$ cat config.mk
export PLATFORM = sky130hd
export DESIGN_NAME = uart_tx_frame
export DESIGN_NICKNAME = d
export VERILOG_FILES = /design/src/rtl/uart_pkg.sv /design/src/rtl/uart_tx_hold.sv /design/src/rtl/uart_tx_frame.sv
export SDC_FILE = /design/constraint.sdc
export NUM_CORES = 1
export LEC_CHECK = 0
export ABC_AREA = 1
export BUFFER_PORTS_ARGS = -buffer_cell sky130_fd_sc_hd__buf_2
export CELL_PAD_IN_SITES_DETAIL_PLACEMENT = 1
export CELL_PAD_IN_SITES_GLOBAL_PLACEMENT = 1
export CORE_MARGIN = 8
export CORE_UTILIZATION = 35
export CTS_BUF_LIST = sky130_fd_sc_hd__clkbuf_2
export CTS_CLUSTER_SIZE = 25
export DETAILED_ROUTE_END_ITERATION = 10
export PLACE_DENSITY = 0.77
export REMOVE_ABC_BUFFERS = 1
export SLEW_MARGIN = 20
export SYNTH_ARGS = -nofsm -noshare
export SYNTH_HDL_FRONTEND = slang
export SYNTH_SLANG_ARGS = --single-unit
$ cat constraint.sdc
create_clock -name clk -period 1.9 [get_ports clk]
set_input_delay 0.19 -clock clk [delete_from_list [all_inputs] [get_ports clk]]
set_output_delay 0.19 -clock clk [all_outputs]
set_load 0.1 [all_outputs]
$ cat src/rtl/uart_pkg.sv
// Shared encodings for the parametrised UART transmitter: FSM states,
// line levels and parity mode selectors.
package uart_pkg;

    localparam logic [2:0] IDLE   = 3'd0;
    localparam logic [2:0] START  = 3'd1;
    localparam logic [2:0] DATA   = 3'd2;
    localparam logic [2:0] PARITY = 3'd3;
    localparam logic [2:0] STOP   = 3'd4;

    typedef enum logic [2:0] {
        S_IDLE   = IDLE,
        S_START  = START,
        S_DATA   = DATA,
        S_PARITY = PARITY,
        S_STOP   = STOP
    } tx_state_e;

    localparam logic LINE_IDLE  = 1'b1;
    localparam logic LINE_START = 1'b0;
    localparam logic LINE_STOP  = 1'b1;

    localparam logic PAR_EVEN = 1'b0;
    localparam logic PAR_ODD  = 1'b1;

endpackage

$ cat src/rtl/uart_tx_hold.sv
// One-entry holding register in front of the serializer; parity is folded
// in at accept time so the FSM never looks at the raw byte twice.
module uart_tx_hold
    import uart_pkg::*;
#(
    parameter int DATA_BITS  = 8,
    parameter bit PARITY_ODD = 1'b0
) (
    input  logic                 clk,
    input  logic                 rst_n,
    input  logic                 accept_i,
    input  logic                 load_i,
    input  logic [DATA_BITS-1:0] data_i,
    output logic                 full_o,
    output logic [DATA_BITS-1:0] data_o,
    output logic                 parity_o
);

    localparam logic PAR_INV = PARITY_ODD ? PAR_ODD : PAR_EVEN;

    logic                 full_q, full_d;
    logic [DATA_BITS-1:0] data_q;
    logic                 par_q;

    // accept wins over load so a refill on the load cycle keeps the entry full
    always_comb begin
        full_d = full_q;
        if (accept_i)    full_d = 1'b1;
        else if (load_i) full_d = 1'b0;
    end

    always_ff @(posedge clk) begin
        if (!rst_n) begin
            full_q <= 1'b0;
        end else begin
            full_q <= full_d;
        end
    end

    always_ff @(posedge clk) begin
        if (accept_i) begin
            data_q <= data_i;
            par_q  <= (^data_i) ^ PAR_INV;
        end
    end

    assign full_o   = full_q;
    assign data_o   = data_q;
    assign parity_o = par_q;

endmodule

$ cat src/rtl/uart_tx_frame.sv
// Parametrised UART transmitter: start, DATA_BITS LSB-first, optional parity,
// STOP_BITS stop bits, back-to-back frames via a one-entry holding register.
module uart_tx_frame
    import uart_pkg::*;
#(
    parameter int DATA_BITS  = 8,
    parameter int PARITY_EN  = 0,
    parameter int PARITY_ODD = 0,
    parameter int STOP_BITS  = 1
) (
    input  logic                 clk,
    input  logic                 rst_n,
    input  logic                 clk_en,
    input  logic [DATA_BITS-1:0] tx_data,
    input  logic                 tx_valid,
    output logic                 tx_ready,
    output logic                 tx,
    output logic                 busy,
    output logic                 tx_done
);

    localparam int             CW        = $clog2(DATA_BITS);
    localparam logic [CW-1:0]  LAST_BIT  = CW'(DATA_BITS - 1);
    localparam logic           LAST_STOP = 1'(STOP_BITS - 1);

    generate
        if (DATA_BITS < 5 || DATA_BITS > 9) begin : g_bad_data_bits
            $error("uart_tx_frame: DATA_BITS must be 5..9");
        end
        if (STOP_BITS < 1 || STOP_BITS > 2) begin : g_bad_stop_bits
            $error("uart_tx_frame: STOP_BITS must be 1 or 2");
        end
    endgenerate

    tx_state_e            state_q;
    logic [DATA_BITS-1:0] shift_q;
    logic                 par_q;
    logic [CW-1:0]        bit_cnt_q;
    logic                 stop_cnt_q;
    logic                 tx_q;
    logic                 done_q;

    logic                 hold_full;
    logic [DATA_BITS-1:0] hold_data;
    logic                 hold_par;
    logic                 accept;
    logic                 frame_end;
    logic                 load;

    assign accept    = tx_valid && !hold_full;
    assign frame_end = (state_q == S_STOP) && (stop_cnt_q == LAST_STOP);
    // Must match the FSM's own load conditions exactly.
    assign load      = clk_en && hold_full && ((state_q == S_IDLE) || frame_end);

    uart_tx_hold #(
        .DATA_BITS (DATA_BITS),
        .PARITY_ODD(PARITY_ODD != 0)
    ) u_hold (
        .clk     (clk),
        .rst_n   (rst_n),
        .accept_i(accept),
        .load_i  (load),
        .data_i  (tx_data),
        .full_o  (hold_full),
        .data_o  (hold_data),
        .parity_o(hold_par)
    );

    always_ff @(posedge clk) begin
        if (!rst_n) begin
            state_q    <= S_IDLE;
            shift_q    <= '0;
            par_q      <= 1'b0;
            bit_cnt_q  <= '0;
            stop_cnt_q <= 1'b0;
            tx_q       <= LINE_IDLE;
            done_q     <= 1'b0;
        end else begin
            done_q <= 1'b0;
            if (clk_en) begin
                case (state_q)
                    S_IDLE: begin
                        if (hold_full) begin
                            shift_q <= hold_data;
                            par_q   <= hold_par;
                            tx_q    <= LINE_START;
                            state_q <= S_START;
                        end
                    end
                    S_START: begin
                        tx_q      <= shift_q[0];
                        bit_cnt_q <= '0;
                        state_q   <= S_DATA;
                    end
                    S_DATA: begin
                        if (bit_cnt_q != LAST_BIT) begin
                            shift_q   <= shift_q >> 1;
                            tx_q      <= shift_q[1];
                            bit_cnt_q <= bit_cnt_q + 1'b1;
                        end else if (PARITY_EN != 0) begin
                            tx_q    <= par_q;
                            state_q <= S_PARITY;
                        end else begin
                            tx_q       <= LINE_STOP;
                            stop_cnt_q <= 1'b0;
                            state_q    <= S_STOP;
                        end
                    end
                    S_PARITY: begin
                        tx_q       <= LINE_STOP;
                        stop_cnt_q <= 1'b0;
                        state_q    <= S_STOP;
                    end
                    S_STOP: begin
                        if (stop_cnt_q != LAST_STOP) begin
                            stop_cnt_q <= stop_cnt_q + 1'b1;
                        end else begin
                            done_q <= 1'b1;
                            if (hold_full) begin
                                shift_q <= hold_data;
                                par_q   <= hold_par;
                                tx_q    <= LINE_START;
                                state_q <= S_START;
                            end else begin
                                tx_q    <= LINE_IDLE;
                                state_q <= S_IDLE;
                            end
                        end
                    end
                    default: begin
                        tx_q    <= LINE_IDLE;
                        state_q <= S_IDLE;
                    end
                endcase
            end
        end
    end

    assign tx_ready = !hold_full;
    assign tx       = tx_q;
    assign busy     = (state_q != S_IDLE);
    assign tx_done  = done_q;

endmodule
==> summary.md <==
| Metric | Value |
|---|---|
| Post-synthesis compound-gate area fraction | under 10% |
| Critical path, cell by cell | buf_4 -> nor2_4 -> nand2_1 -> buf_2 |
| Logic gate share of total power | 41.0% |
| CTS tree | done |
| Avg Cell Area, Syn | just under 8 sq um |
| Crit-path slowest cell | buf_2 |
| Psw | about 650 uW |
| Max Freq | between 600 and 700 MHz |
| Design Power | ~1500 uW |
| Area share of fa/ha/maj cells after synthesis | approximately 2.1% |
| Post-cts sizing count | 0 |
| GR Util met2 | around a fifth |
| Commonest non-fill, non-tap cells in the layout | 44 x nand2_1, 24 x nor2_1, 18 x inv_1, 17 x dfxtp_1, 15 x buf_2 |
| Top post-synthesis cells by area | dfxtp_1 29%, edfxtp_1 20%, nand2_1 14%, nor2_1 7.6%, inv_1 5.7% |
| Element type at the critical path end | output port |
| Clk slew on worst S/H paths | approximately 240 ps |
| Slew HR | between 60% and 70% |
| Register share of total power | 44.6% |
| # nets final | 190 |
| Synth area leader | dfxtp_1 |
| Die Y | 74.1 um |
| # IOs | 16 |
| Layout cells sized above 1 | approximately 18% |
| DR WL/cell | roughly 13 um |
| DR vias | 995 |
| Mapped Cells | 150 |
| Met1 Use GR | between 10% and 20% |
| Clock Skews | 16.0 ps |
| Slew Limit Fails | 0 |
| Seq/Total Area, Yosys | roughly half |
| CTS H-tree depth | 1 |
| VDD IR max | between 0.4 and 0.5 mV |
| GRT overflow | 0 |
| Synth Area in Simple Gates | between 30 and 40% |
| Internal power | between 800 and 900 uW |
| Fin Setup TNS | 0 ps |
| Top Usage Layer GRT | met2 |
| Initial Utilization | between 30% and 40% |
| DP Wirelength | 2060 um |
| Switching share of power | a little over two fifths |
| Tcrit/Tclk final | 86.4% |
| Pwr/cell area | 1070 nW/um^2 |
| Fill cell count | around 430 |
| Final Hold Fails | 0 |
| Startpoint Class | flip-flop |
| Worst Tran Pin Value | slightly below 500 ps |
| Vias in the first global route | ~1000 |
| Area delta synth->final | 18.4% |
| DRT iter0 DRCs | 13 |
| Largest net degree at the start of global routing | 16 |
| Total CTS buffers | 3 |
| Num rows | 21 |
| DIE WIDTH | 74.1 um |
| Final setup fails | 0 |
| Netlist cell types | 21 |
| Worst path required time | roughly 1700 ps |
| Synth warn | 0 |
| DRT antenna net count | 0 |
| Drt first pass iters | 4 |
| Most common cell after layout, fill and taps aside | nand2_1 |
| Xor and xnor fraction of the mapped netlist area | 0% |
| Slowest stage delay, CP | 420 ps |
| Mean number of vias per cell | around 4.5 |
| Status | complete, no violations |
| Total wire length | between 2000 and 3000 um |
| Tightest Hold Check Type | input port to flip-flop |
| Buffers from clock root to sink, at most | 2 |
| Core area | 3280 sq um |
| # DRC | 0 |
| Area of the die | 5490 sq um |
| Bufs and invs on worst path | 2 |
| Max-Cap Viols | 0 |
| Pleak | 0.000686 uW |
| GRT Total Usage | about 11% |
| First-pass GRT wire length | between 4000 and 5000 um |
| Worst-path maximum fanout | 6 |
| Delay-heaviest family, CP | buffers and inverters |
| Worst EP arrival | around 1500 ps |
| Flops & latches, synth | 25 |
| I/O Buffers | 15 |
| Clk sinks | 25 |
| Crit path kind | flip-flop to output port |
| Grt met3 use | 2.16% |
| Main combinational cell family by area after synthesis | simple AND/OR/NAND/NOR gates |
| Clock root buffer master | clkbuf_2 |
| Netlist Area Pre-Place | ~1200 sq um |
| Ant diodes | 0 |
| Period minus WS final | 1640 ps |
| Share of the synthesized area in the top cell type | between 20% and 30% |
| RSZ-0062 raised after global routing | no |
| RD Place Congestion | approximately 0.72 |
| Initial antenna violation count | 0 |
| Mux cell area share after synthesis | 0% |
| Clock Power Share | about 14% |
| Clk_lat worst skew | 350 ps |
area by class of cell:
class | instances | area, sq um | area share, %
repair buffers | 25 | 170 | 12.2
clock inverters | 1 | 7.51 | 0.536
inverters | 20 | 75.1 | 5.36
clock buffers | 3 | 15.0 | 1.07
multi-input cells | 101 | 494 | 35.3
flip-flops and latches | 25 | 581 | 41.5
well taps | 46 | 57.6 | 4.11
path summary, 6_finish.rpt:
check,start,endpoint,slack (ps),cells past startpoint
worst max-delay path,state_q[1]$_SDFFE_PN0P_,busy,260,4
worst min-delay path,tx_valid,u_hold.full_o$_SDFFE_PN0P_,110,3
worst max register to register,bit_cnt_q[0]$_SDFFE_PN0P_,shift_q[2]$_SDFFE_PN0P_,330,7
worst min register to register,bit_cnt_q[2]$_SDFFE_PN0P_,bit_cnt_q[2]$_SDFFE_PN0P_,500,2
registers in the layout, indices dropped and copies added (netlist names):
| name | flops |
|---|---|
| state_q | 3 |
| u_hold.full_o | 1 |
| bit_cnt_q | 3 |
| tx_done | 1 |
| shift_q | 8 |
| u_hold.data_o | 8 |
| tx | 1 |
worst register-to-register path, cell delays in order (launching register included):
cell     delay, ps
dfxtp_1        420
ha_1           170
ha_1           300
nand4_2        200
nand3_4        210
nand2_1         80
nand2_1         60
nor2_1          40
cell usage after synthesis, drive strengths merged:
cell    instances
nand2          45
nor2           27
inv            20
dfxtp          17
o21ai          11
edfxtp          8
nand3           8
a21oi           4
buf             4
ha              2
nand4           2
nor3            1
nor4            1
what timing repair did:
| item | CTS | global route |
|---|---|---|
| buffers inserted | 0 | 0 |
| hold buffers | 8 | 0 |
| hold endpoints to repair | 8 | 0 |
| endpoints found under the setup margin | 0 | 0 |
metal layers:
layer,up-vias,part of all wire (%)
met5,-,0
met4,0,0.50
met3,2,2.5
met2,10,52
met1,462,45
li1,521,-
cells by family after synthesis:
| logic type | count (synthesis) |
|---|---|
| simple gates | 84 |
| flops | 25 |
| buf+inv | 24 |
| compound gates | 15 |
| fa+ha+maj | 2 |
stage by stage:
step	utilization, %	hold slack, ps	instance area [sq um]	setup WS [ps]	instances
after detailed placement	39.5	368	1300	359	209
after CTS	42.6	83.2	1400	221	221
after floorplan	-	289	1150	265	146
final	42.6	107	1400	259	221
after global placement	39.5	367	1300	449	209
after global routing	42.6	86.7	1400	165	221
power by group through the flow:
stage	logic [uW]	clock network, uW	registers (uW)
after floorplan	412	0	724
after global placement	583	0	674
after detailed placement	606	0	679
after CTS	621	232	668
after global routing	679	258	675
final	613	215	667
Note: power is estimated with default switching activity, not from simulation.
